**config.mk**
```make
export PLATFORM = sky130hd
export DESIGN_NAME = servo_pwm_decoder
export DESIGN_NICKNAME = d
export VERILOG_FILES = /design/src/rtl/servo_pwm_decoder.sv
export SDC_FILE = /design/constraint.sdc
export NUM_CORES = 1
export LEC_CHECK = 0
export CAP_MARGIN = 20
export CORE_MARGIN = 5
export CORE_UTILIZATION = 45
export CTS_CLUSTER_DIAMETER = 60
export CTS_CLUSTER_SIZE = 30
export DETAILED_ROUTE_END_ITERATION = 10
export DONT_BUFFER_PORTS = 1
export PLACE_DENSITY = 0.59
export SLEW_MARGIN = 15
export SYNTH_ARGS = -nofsm -noshare
export SYNTH_HDL_FRONTEND = slang
export SYNTH_SLANG_ARGS = --single-unit
```
**constraint.sdc**
```tcl
create_clock -name clk -period 5.55 [get_ports clk]
set_input_delay 0.555 -clock clk [delete_from_list [all_inputs] [get_ports clk]]
set_output_delay 0.555 -clock clk [all_outputs]
set_load 0.03 [all_outputs]
```
**src/rtl/servo_pwm_decoder.sv**
```systemverilog
// Hobby-servo PWM receiver: measures high time and frame period, then divides the high time down to an 8-bit angle.
// Define PWM_DEC_GLITCH_FILTER_EN to insert a FILTER_LEN-deep glitch filter ahead of the edge detector.
module servo_pwm_decoder #(
    parameter int unsigned MIN_WIDTH  = 50000,
    parameter int unsigned MAX_WIDTH  = 100000,
    parameter int unsigned PERIOD_MIN = 900000,
    parameter int unsigned PERIOD_MAX = 1100000,
    parameter int unsigned TIMEOUT    = 2000000,
    parameter int unsigned FILTER_LEN = 4
) (
    input  logic        clk,
    input  logic        reset,
    input  logic        pwm_in,
    output logic [7:0]  angle,
    output logic [19:0] pulse_width,
    output logic [20:0] period,
    output logic        sample_valid,
    output logic        range_err,
    output logic        frame_err,
    output logic        signal_lost
);

    localparam logic [19:0] MIN_W = 20'(MIN_WIDTH);
    localparam logic [19:0] SPAN  = 20'(MAX_WIDTH - MIN_WIDTH);
    localparam logic [20:0] P_MIN = 21'(PERIOD_MIN);
    localparam logic [20:0] P_MAX = 21'(PERIOD_MAX);
    localparam logic [20:0] T_OUT = 21'(TIMEOUT);

    typedef enum logic [1:0] {WAIT_RISE, HIGH, LOW} state_t;

    logic sync1, sync2, lvl, lvl_d, rise, fall;

    // NOTE: registers are written with <= so every flop samples the pre-edge values of the others.
    always_ff @(posedge clk) begin
        if (reset) begin
            sync1 <= 1'b0;
            sync2 <= 1'b0;
            lvl_d <= 1'b0;
            rise  <= 1'b0;
            fall  <= 1'b0;
        end else begin
            sync1 <= pwm_in;
            sync2 <= sync1;
            lvl_d <= lvl;
            rise  <= lvl & ~lvl_d;
            fall  <= ~lvl & lvl_d;
        end
    end

`ifdef PWM_DEC_GLITCH_FILTER_EN
    localparam int unsigned FCW = $clog2(FILTER_LEN + 1);

    logic           filt;
    logic [FCW-1:0] fcnt;

    // The filtered level follows only after FILTER_LEN consecutive differing samples.
    always_ff @(posedge clk) begin
        if (reset) begin
            filt <= 1'b0;
            fcnt <= '0;
        end else if (sync2 == filt) begin
            fcnt <= '0;
        end else if (fcnt == FCW'(FILTER_LEN - 1)) begin
            filt <= sync2;
            fcnt <= '0;
        end else begin
            fcnt <= fcnt + FCW'(1);
        end
    end

    assign lvl = filt;
`else
    // FILTER_LEN has no effect without the filter.
    logic [31:0] unused_filter_len;
    assign unused_filter_len = 32'(FILTER_LEN);
    assign lvl = sync2;
`endif

    state_t      state;
    logic [19:0] high_cnt;
    logic [20:0] period_cnt;
    logic        div_busy;
    logic [4:0]  div_cnt;
    logic [19:0] div_rem;
    logic [27:0] div_quo;
    logic        div_under;
    logic [19:0] div_w;
    logic [20:0] div_p;

    logic [19:0] high_inc;
    logic [20:0] per_inc;
    logic [20:0] rem_sh;
    logic        take;
    logic [19:0] rem_nxt;
    logic [27:0] quo_nxt;
    logic [27:0] num;
    logic        period_ok;
    logic        timeout_hit;

    // NOTE: every signal gets a value on every path through always_comb, so no latch can be inferred.
    always_comb begin
        high_inc    = (&high_cnt) ? high_cnt : high_cnt + 20'd1;
        per_inc     = (&period_cnt) ? period_cnt : period_cnt + 21'd1;
        rem_sh      = {div_rem, div_quo[27]};
        take        = rem_sh >= {1'b0, SPAN};
        rem_nxt     = take ? 20'(rem_sh - {1'b0, SPAN}) : rem_sh[19:0];
        quo_nxt     = {div_quo[26:0], take};
        num         = (high_cnt >= MIN_W) ? 28'(high_cnt - MIN_W) * 28'd180 : '0;
        period_ok   = (period_cnt >= P_MIN) && (period_cnt <= P_MAX);
        timeout_hit = ((state == HIGH) || (state == LOW && !rise)) && (per_inc >= T_OUT);
    end

    always_ff @(posedge clk) begin
        if (reset) begin
            state        <= WAIT_RISE;
            high_cnt     <= '0;
            period_cnt   <= '0;
            div_busy     <= 1'b0;
            div_cnt      <= '0;
            div_rem      <= '0;
            div_quo      <= '0;
            div_under    <= 1'b0;
            div_w        <= '0;
            div_p        <= '0;
            angle        <= '0;
            pulse_width  <= '0;
            period       <= '0;
            sample_valid <= 1'b0;
            range_err    <= 1'b0;
            frame_err    <= 1'b0;
            signal_lost  <= 1'b0;
        end else begin
            sample_valid <= 1'b0;
            frame_err    <= 1'b0;

            // One restoring shift-subtract step per cycle; the last step publishes the frame.
            if (div_busy && !timeout_hit) begin
                div_rem <= rem_nxt;
                div_quo <= quo_nxt;
                div_cnt <= div_cnt - 5'd1;
                if (div_cnt == 5'd0) begin
                    div_busy     <= 1'b0;
                    sample_valid <= 1'b1;
                    pulse_width  <= div_w;
                    period       <= div_p;
                    if (div_under) begin
                        angle     <= 8'd0;
                        range_err <= 1'b1;
                    end else if (|quo_nxt[27:8]) begin
                        angle     <= 8'hFF;
                        range_err <= 1'b1;
                    end else begin
                        angle       <= quo_nxt[7:0];
                        range_err   <= 1'b0;
                        signal_lost <= 1'b0;
                    end
                end
            end

            case (state)
                WAIT_RISE: begin
                    high_cnt   <= '0;
                    period_cnt <= '0;
                    if (rise) begin
                        state      <= HIGH;
                        high_cnt   <= 20'd1;
                        period_cnt <= 21'd1;
                    end
                end
                HIGH: begin
                    period_cnt <= per_inc;
                    if (fall) state <= LOW;
                    else      high_cnt <= high_inc;
                end
                LOW: begin
                    if (rise) begin
                        if (div_busy) begin
                            frame_err <= 1'b1;
                        end else if (period_ok) begin
                            div_busy  <= 1'b1;
                            div_cnt   <= 5'd27;
                            div_rem   <= '0;
                            div_quo   <= num;
                            div_under <= high_cnt < MIN_W;
                            div_w     <= high_cnt;
                            div_p     <= period_cnt;
                        end else begin
                            frame_err   <= 1'b1;
                            pulse_width <= high_cnt;
                            period      <= period_cnt;
                        end
                        high_cnt   <= 20'd1;
                        period_cnt <= 21'd1;
                        state      <= HIGH;
                    end else begin
                        period_cnt <= per_inc;
                    end
                end
                default: state <= WAIT_RISE;
            endcase

            // Loss of signal overrides everything and kills any division in flight.
            if (timeout_hit) begin
                signal_lost <= 1'b1;
                state       <= WAIT_RISE;
                high_cnt    <= '0;
                period_cnt  <= '0;
                div_busy    <= 1'b0;
            end
        end
    end

endmodule

```
==> results of run 1 <==
==> registers in the layout, summed over array words and instances, names as in the netlist, 2 cells and up <==
| signal | flops |
|---|---|
| div_quo | 28 |
| div_p | 21 |
| period | 21 |
| period_cnt | 21 |
| div_rem | 20 |
| div_w | 20 |
| high_cnt | 20 |
| pulse_width | 20 |
| angle | 8 |
| div_cnt | 5 |
| state | 2 |
==> power by group <==
group          internal (uW)  switching [uW]  total, uW
Clock                    648             632       1280
Sequential              1410            2.69       1420
Combinational           11.7            27.7       39.3
Total                   2070             662       2740
==> routing by layer <==
metal | share of wire [%] | vias to the layer above
met5 | 0 | -
met1 | 50 | 4613
met3 | 3.2 | 17
li1 | - | 4901
met4 | 0.76 | 0
met2 | 46 | 132
==> final timing paths <==
kind	from	endpoint	slack (ps)	cells after the start
hold reg to reg	lvl_d	rise	400	1
setup / recovery	high_cnt[4]	div_quo[27]	470	20
setup reg to reg	high_cnt[4]	div_quo[27]	470	20
hold / removal	reset	div_p[2]	180	1
==> kinds of logic (layout without fill, tap and decap cells) <==
group / after synthesis / in the layout / share of synthesized area, %
simple gates: 506 / 506 / 19.39
xor+xnor: 68 / 68 / 5.049
fa+ha+maj: 101 / 101 / 12.94
compound gates: 316 / 316 / 16.58
buf+inv: 215 / 172 / 7.150
flops: 197 / 197 / 33.44
mux: 64 / 64 / 5.452
==> area by class of cell <==
cell class,count,area (um2)
multi-input cells,1055,7064
repair buffers,17,140.1
flip-flops and latches,197,3945
inverters,123,461.7
clock inverters,13,161.4
clock buffers,19,432.9
well taps,335,419.2
fillers,2541,13290
==> per-stage QoR <==
step / total power (uW) / std cells / hold slack (ps) / setup slack, ps / cell area (um2)
CTS: 2773 / 1759 / 158.2 / 403.6 / 12620
floorplan: 1482 / 1467 / 383.5 / 912.9 / 11800
global placement: 1489 / 1726 / 395.4 / 541.0 / 12020
detailed placement: 1489 / 1727 / 399.8 / 437.8 / 12020
finish: 2735 / 1759 / 179.6 / 465.4 / 12620
global route: 2837 / 1759 / 155.1 / 0.7936 / 12620
==> cells in the mapped netlist (11+ instances only) <==
cell,count
a211oi_1,26
a21o_1,13
a21oi_1,118
a31oi_1,14
buf_2,11
clkbuf_1,71
dfxtp_1,197
fa_1,35
ha_1,66
inv_1,123
mux2i_1,62
nand2_1,184
nand3_1,28
nand4_1,16
nor2_1,134
nor3_1,75
nor4_1,18
o21ai_0,37
o21ai_1,43
xnor2_1,44
xor2_1,24
==> timing repair <==
item,4_1_cts,5_1_grt
setup endpoints to repair,0,3
buffers inserted,0,0
gates resized for setup,0,2
==> flow_summary.toml, run 1 <==
[critical_path]
slowest_delay_ps = 520
slowest_stage = "fa_1"
arrival_ps = 5440
cp-start-kind = "register"
critical-path-top-delay-family = "adder cells"
cp_max_fo = 8
critPathBufInv = 3
cp_cell_sequence = "inv_1 > ha_1 > nor2b_1 > o21ai_0 > nand2_1 > xnor2_1 > ha_1 > inv_1 > fa_1 > fa_1 > inv_1 > ha_1 > nand4_1 > nor4b_1 > o21ai_0 > a21oi_1 > o41a_1 > o21ai_0 > and3_1 > o31ai_1"
end_kind = "register"
cp.required_ps = 5910
crit_type = "reg2reg"

[sta]
maxSlewHeadroom_pct = 37.35
fin_crit_sh_pct = 91.62
setup_viol = 0
skew_ps = 14.41
rsz0062_at_grt = "no"
worstMarginPinSlew_ps = 939.7
finalSetupTns_ps = 0
hold_violations = 0
clock.fmax_mhz = 196.7
drv_slew = 0
min_period_ps = 5085

[cells_and_area]
drive_gt1_share_pct = 4.705
final_common_cell = "dfxtp_1"
layout_common_cells = "196 x dfxtp_1, 183 x nand2_1, 134 x nor2_1"
area_growth_pct = 7.033
num_antenna_cells = 0
final_util_pct = 48.72
nets = 1515

[floorplan]
io_pins = 56
core-area_um2 = 25910
fp-row-count = 59
die-height_um = 171.9
fp.dieArea_um2 = 29550
initial_utilization_pct = 45.52
dieWidth_um = 171.9

[detailed_routing]
wl_per_cell_um = 15.84
firstDrtPassIters = 5
via_per_inst = 5.493
drc_errors = 0
drt-initial-drc-count = 594
ant_nets = 0
wirelength_um = 27860
vias = 9663

[clock_network]
cts_hold_buf = 0
cts.sinks = 197
cts_max_path_buffers = 2
cts_tree = "yes"
clockRootBuffer = "clkbuf_16"
h-tree-depth = 4
numCtsBuffers = 17
clk_pin_slew_ps = 80
insertion_delay_ps = 440

[placed_design]
port_buffers = 0
hpwl_um = 19640
gp_congestion = 0.8781

[global_routing]
met2_usage_pct = 30.65
busiest_layer = "met2"
gr-usage-met3_pct = 2.858
grt_pass1_wl_um = 47280
grt_start_max_net_pins = 67
antenna_found_initial = 0
grt-ovfl-total = 0
grt_usage_pct = 19.25
grt_pass1_vias = 9175
met1_usage_pct = 27.99

[synthesis]
syn-num-nets = 1571
synth_cell_types = 67
syn_inst = 1467
yosysTopAreaCellShare_pct = 33.44
synth_top_cell_by_area = "dfxtp_1"
synth_edf_count = 0
ys_top_cells_by_area = "dfxtp_1 33%, ha_1 7.0%, fa_1 5.9%"
synth_area_um2 = 11800
async_flop_share_pct = 0
yosysSeqAreaShare_pct = 33.44
postSynthAreaPerCell_um2 = 8.040
yosys_warnings = 0
synth-seq-cells = 197
synth_top_flop_cell = "dfxtp_1"

[worst_hold_path]
hold_class = "in2reg"

[power_and_ir_drop]
p_per_area_nw_per_um2 = 216.7
ir_worst_vdd_mv = 0.1581
leakagePower_uw = 0.004808

[job]
drv_cap = 0

[outcome]
status = "complete, no violations"
No activity file was read; power rests on OpenSTA's default activity.
==> inputs of run 2 (changes only) <==
- CORE_ASPECT_RATIO: not set -> 0.75
==> run 2 against run 1 <==
Effect of this change:
- critical path depth is the same
- maximum frequency shrank 1.7%
- worst setup slack lost 86 ps
- non-clock buffer count grew 2
- clock skew shrank 2.4 ps
- cell area grew 0.19%
- sequential cell count is the same
- global-route usage shrank 0.48 points
- sequential share of layout area shrank 0.069 points
- first-iteration DRC count shrank 3.0%
- register-to-register slack lost 90 ps
- largest power group unchanged
==> flow_summary.toml, run 2 (synthesis gave the netlist of run 1 again) <==
[outcome]
status = "complete, no violations"

[sta]
finalSetupTns_ps = 0
worstMarginPinSlew_ps = 1015
setup_viol = 0
fin_ws_ps = 379.4
min_period_ps = 5171
hold_violations = 0
maxSlewHeadroom_pct = 32.34
fin_crit_sh_pct = 93.16
whs_ps = 172.5
rsz0062_at_grt = "no"
clock.fmax_mhz = 193.4
drv_slew = 0
skew_ps = 11.99

[floorplan]
fp.dieArea_um2 = 29580
fp-row-count = 51
io_pins = 56
die-height_um = 150.2
initial_utilization_pct = 45.53
dieWidth_um = 196.9
core-area_um2 = 25910

[placed_design]
hpwl_um = 20070
port_buffers = 0
gp_congestion = 0.8920
dp_slack_ps = 335.1

[detailed_routing]
drt-initial-drc-count = 576
vias = 9774
ant_nets = 0
drc_errors = 0
wl_per_cell_um = 15.89
via_per_inst = 5.522
wirelength_um = 28120
firstDrtPassIters = 5

[job]
drv_cap = 0

[critical_path]
r2r-end = "div_quo[27]"
cp.required_ps = 5910
crit_type = "reg2reg"
arrival_ps = 5530
r2r_cells = 20
reg2reg_from = "high_cnt[4]"
r2r_slack_ps = 380
end_kind = "register"
cp_max_fo = 8
startpoint = "high_cnt[4]"
cp-start-kind = "register"

[power_and_ir_drop]
ir_worst_vdd_mv = 0.2139
p_per_area_nw_per_um2 = 211.1
leakagePower_uw = 0.004814

[cells_and_area]
fillers = 2604
num_antenna_cells = 0
regArea_um2 = 3944
multi_input_area_um2 = 7078
drive_gt1_share_pct = 5.049
regMostFlops = "div_quo"
area_growth_pct = 7.235
layout_common_cells = "197 x dfxtp_1, 183 x nand2_1, 134 x nor2_1"
largest_reg_flops = 28
final_common_cell = "dfxtp_1"
nets = 1517

[clock_network]
insertion_delay_ps = 450
postCtsSetupBuffers = 0
clk_pin_slew_ps = 70
cts_tree = "yes"
h-tree-depth = 4
numCtsBuffers = 17
cts_max_path_buffers = 2
cts.sinks = 197
clockRootBuffer = "clkbuf_16"

[worst_hold_path]
hold_class = "in2reg"
hp-start = "reset"
hold_depth = 1
hold_end = "div_p[12]"

[global_routing]
grt-ovfl-total = 0
grt_start_max_net_pins = 67
met1_usage_pct = 29.18
grt_usage_pct = 18.77
grt_pass1_vias = 8789
met2_usage_pct = 27.44
antenna_found_initial = 0
grt_pass1_wl_um = 45970
busiest_layer = "met1"
gr-usage-met3_pct = 3.020
[run 2: cell types whose count changed in the layout (fill, tap and decap cells not counted), sizes merged]
cell	change
buf	+2
bufinv	-1
clkbuf	+2
clkinv	+1
clkinvlp	+1
inv	-3
[run 2: layout make-up]
class | count | area share (%)
multi-input cells | 1055 | 55.96
flip-flops and latches | 197 | 31.18
clock buffers | 21 | 3.799
inverters | 123 | 3.650
well taps | 344 | 3.403
repair buffers | 19 | 1.286
clock inverters | 11 | 0.7221
[run 2: stage by stage]
step / std cells / power, uW / area, um2 / utilization (%)
finish: 1770 / 2670 / 12650 / 48.82
global route: 1770 / 2763 / 12650 / 48.82
CTS: 1769 / 2703 / 12610 / 48.69
detailed placement: 1737 / 1488 / 12040 / 46.48
global placement: 1736 / 1488 / 12030 / 46.45
floorplan: 1467 / 1482 / 11800 / -
[run 2: metal layers]
metal	up-vias	wire length, um
met2	193	11800
met5	-	0
met4	0	200
met3	20	1222
met1	4630	14900
li1	4931	-
[run 2: worst max-delay path, cell delays in order, from the launching register on]
cell and delay [ps]:
dfxtp_1 470, inv_1 150, ha_1 250, nor2b_1 180, o21ai_1 120, nand2_1 130
xor2_1 210, ha_1 260, inv_1 130, fa_1 440, fa_1 510, inv_1 40
ha_1 370, and3_1 190, and3_1 190, a22oi_1 310, a21oi_1 180, o41a_1 410
o21ai_0 220, a21oi_1 100, o31ai_1 210
[run 2: worst max-delay path by stage]
| stage | to | slack (ps) | cells after the start |
|---|---|---|---|
| after global routing | div_quo[27] | 20 | 20 |
| after floorplan | div_quo[27] | 910 | 21 |
| final | div_quo[27] | 380 | 20 |
| after detailed placement | div_quo[26] | 340 | 19 |
| after CTS | div_quo[26] | 310 | 19 |
| after global placement | div_quo[26] | 430 | 19 |
[run 2: what timing repair did]
action,CTS,global route
hold buffers,0,0
resized for setup,0,4
endpoints found under the setup margin,0,2
[run 2: where the power goes]
part	switching (uW)	internal, uW	total, uW
clock	582	631	1210
combinational	27.6	12.1	39.7
sequential	2.61	1410	1420
total	612	2060	2670
==> inputs of run 3 (changes only) <==
- CORE_MARGIN: 5 -> not set
==> run 3 against run 2 <==
Effect of this change:
- sequential cell count unchanged
- largest cell class unchanged
- final cell count fell by 0.17%
- routed wire length increased by 0.92%
==> flow_summary.toml, run 3 (synthesis gave the netlist of run 1 again) <==
[global_routing]
grt_start_max_net_pins = 67
grt-ovfl-total = 0
grt_pass1_vias = 8844
antenna_found_initial = 0
grt_pass1_wl_um = 46090
grt_usage_pct = 21.26

[cells_and_area]
num_antenna_cells = 0
largest_reg_flops = 28
regMostFlops = "div_quo"
multi_input_area_um2 = 7088
regArea_um2 = 3945
fillers = 2518
postLayoutCellArea_um2 = 12710
area_growth_pct = 7.754
nets = 1520
drive_gt1_share_pct = 5.458
layout_common_cells = "196 x dfxtp_1, 183 x nand2_1, 134 x nor2_1"
final_common_cell = "dfxtp_1"

[floorplan]
io_pins = 56
fp.dieArea_um2 = 26870
core-area_um2 = 25340
initial_utilization_pct = 46.55
fp-row-count = 50
dieWidth_um = 188.9
die-height_um = 142.2

[placed_design]
hpwl_um = 20270
gp_congestion = 0.8786
placed_area_um2 = 12040
port_buffers = 0

[sta]
whs_ps = 175.4
finalSetupTns_ps = 0
rsz0062_at_grt = "no"
skew_ps = 14.52
worstMarginPinSlew_ps = 795.3
maxSlewHeadroom_pct = 46.98
hold_violations = 0
fin_crit_sh_pct = 91.93
clock.fmax_mhz = 196.0
min_period_ps = 5102
setup_viol = 0
drv_slew = 0

[detailed_routing]
drc_errors = 0
firstDrtPassIters = 5
via_per_inst = 5.508
drt-initial-drc-count = 706
wl_per_cell_um = 16.06
vias = 9733
wirelength_um = 28380
ant_nets = 0

[critical_path]
cp.required_ps = 5860
arrival_ps = 5410
crit_type = "reg2reg"
cp_max_fo = 8
r2r_cells = 19
cp-start-kind = "register"
end_kind = "register"

[clock_network]
cts_tree = "yes"
insertion_delay_ps = 450
clk_pin_slew_ps = 80
cts_max_path_buffers = 2
h-tree-depth = 4
clockRootBuffer = "clkbuf_16"
cts_hold_buf = 0
postCtsSetupBuffers = 0
cts_resized = 0
cts.sinks = 197
numCtsBuffers = 17

[power_and_ir_drop]
leakagePower_uw = 0.004839
ir_worst_vdd_mv = 0.2543
p_per_area_nw_per_um2 = 220.2

[outcome]
status = "complete, no violations"

[worst_hold_path]
hold_depth = 1
hold_class = "in2reg"

[job]
drv_cap = 0
## run 3: path summary, 6_finish.rpt
kind	start	to	slack (ps)
setup / recovery	high_cnt[4]	div_quo[26]	450
hold reg to reg	lvl	fall	420
setup reg to reg	high_cnt[4]	div_quo[26]	450
hold / removal	reset	div_p[4]	180
## run 3: critical path: stages (launching register included)
cell,delay [ps]
dfxtp_2,400
inv_1,120
ha_1,240
nor2b_1,180
o21ai_0,180
xor2_1,230
ha_1,350
inv_1,60
fa_1,490
fa_1,510
inv_1,40
ha_1,230
or3_1,340
a21oi_1,240
o21ai_0,210
o41ai_2,410
a311oi_1,210
a31oi_1,230
xor2_1,180
o22ai_1,100
## run 3: final cells by class
class	count	share of cell area, %
Multi-Input combinational cell	1055	55.77
Clock buffer	18	3.455
Sequential cell	197	31.04
Timing Repair Buffer	22	1.280
Tap cell	338	3.327
Clock inverter	14	1.496
Inverter	123	3.633
## run 3: where the power goes
group	switching [uW]	leakage, uW	internal (uW)
sequential	1.76	0.00159	1410
clock	606	0.000293	736
combinational	29.1	0.00296	12.0
total	637	0.00484	2160
## run 3: stage by stage
stage               utilization (%)  setup WS (ps)  total power [uW]  std cells
detailed placement            47.54          284.7              1490       1734
floorplan                         -          912.9              1482       1467
finish                        50.16          448.1              2799       1767
global route                  50.16          50.79              2889       1767
CTS                           50.02          254.1              2822       1766
global placement              47.54          461.2              1489       1734
## run 3: layer usage
| layer | GRT usage [%] | share of wire (%) |
|---|---|---|
| met2 | 30.94 | 42 |
| met4 | 4.881 | 0.74 |
| met3 | 4.216 | 4.6 |
| met5 | 0 | 0 |
| met1 | 31.93 | 53 |
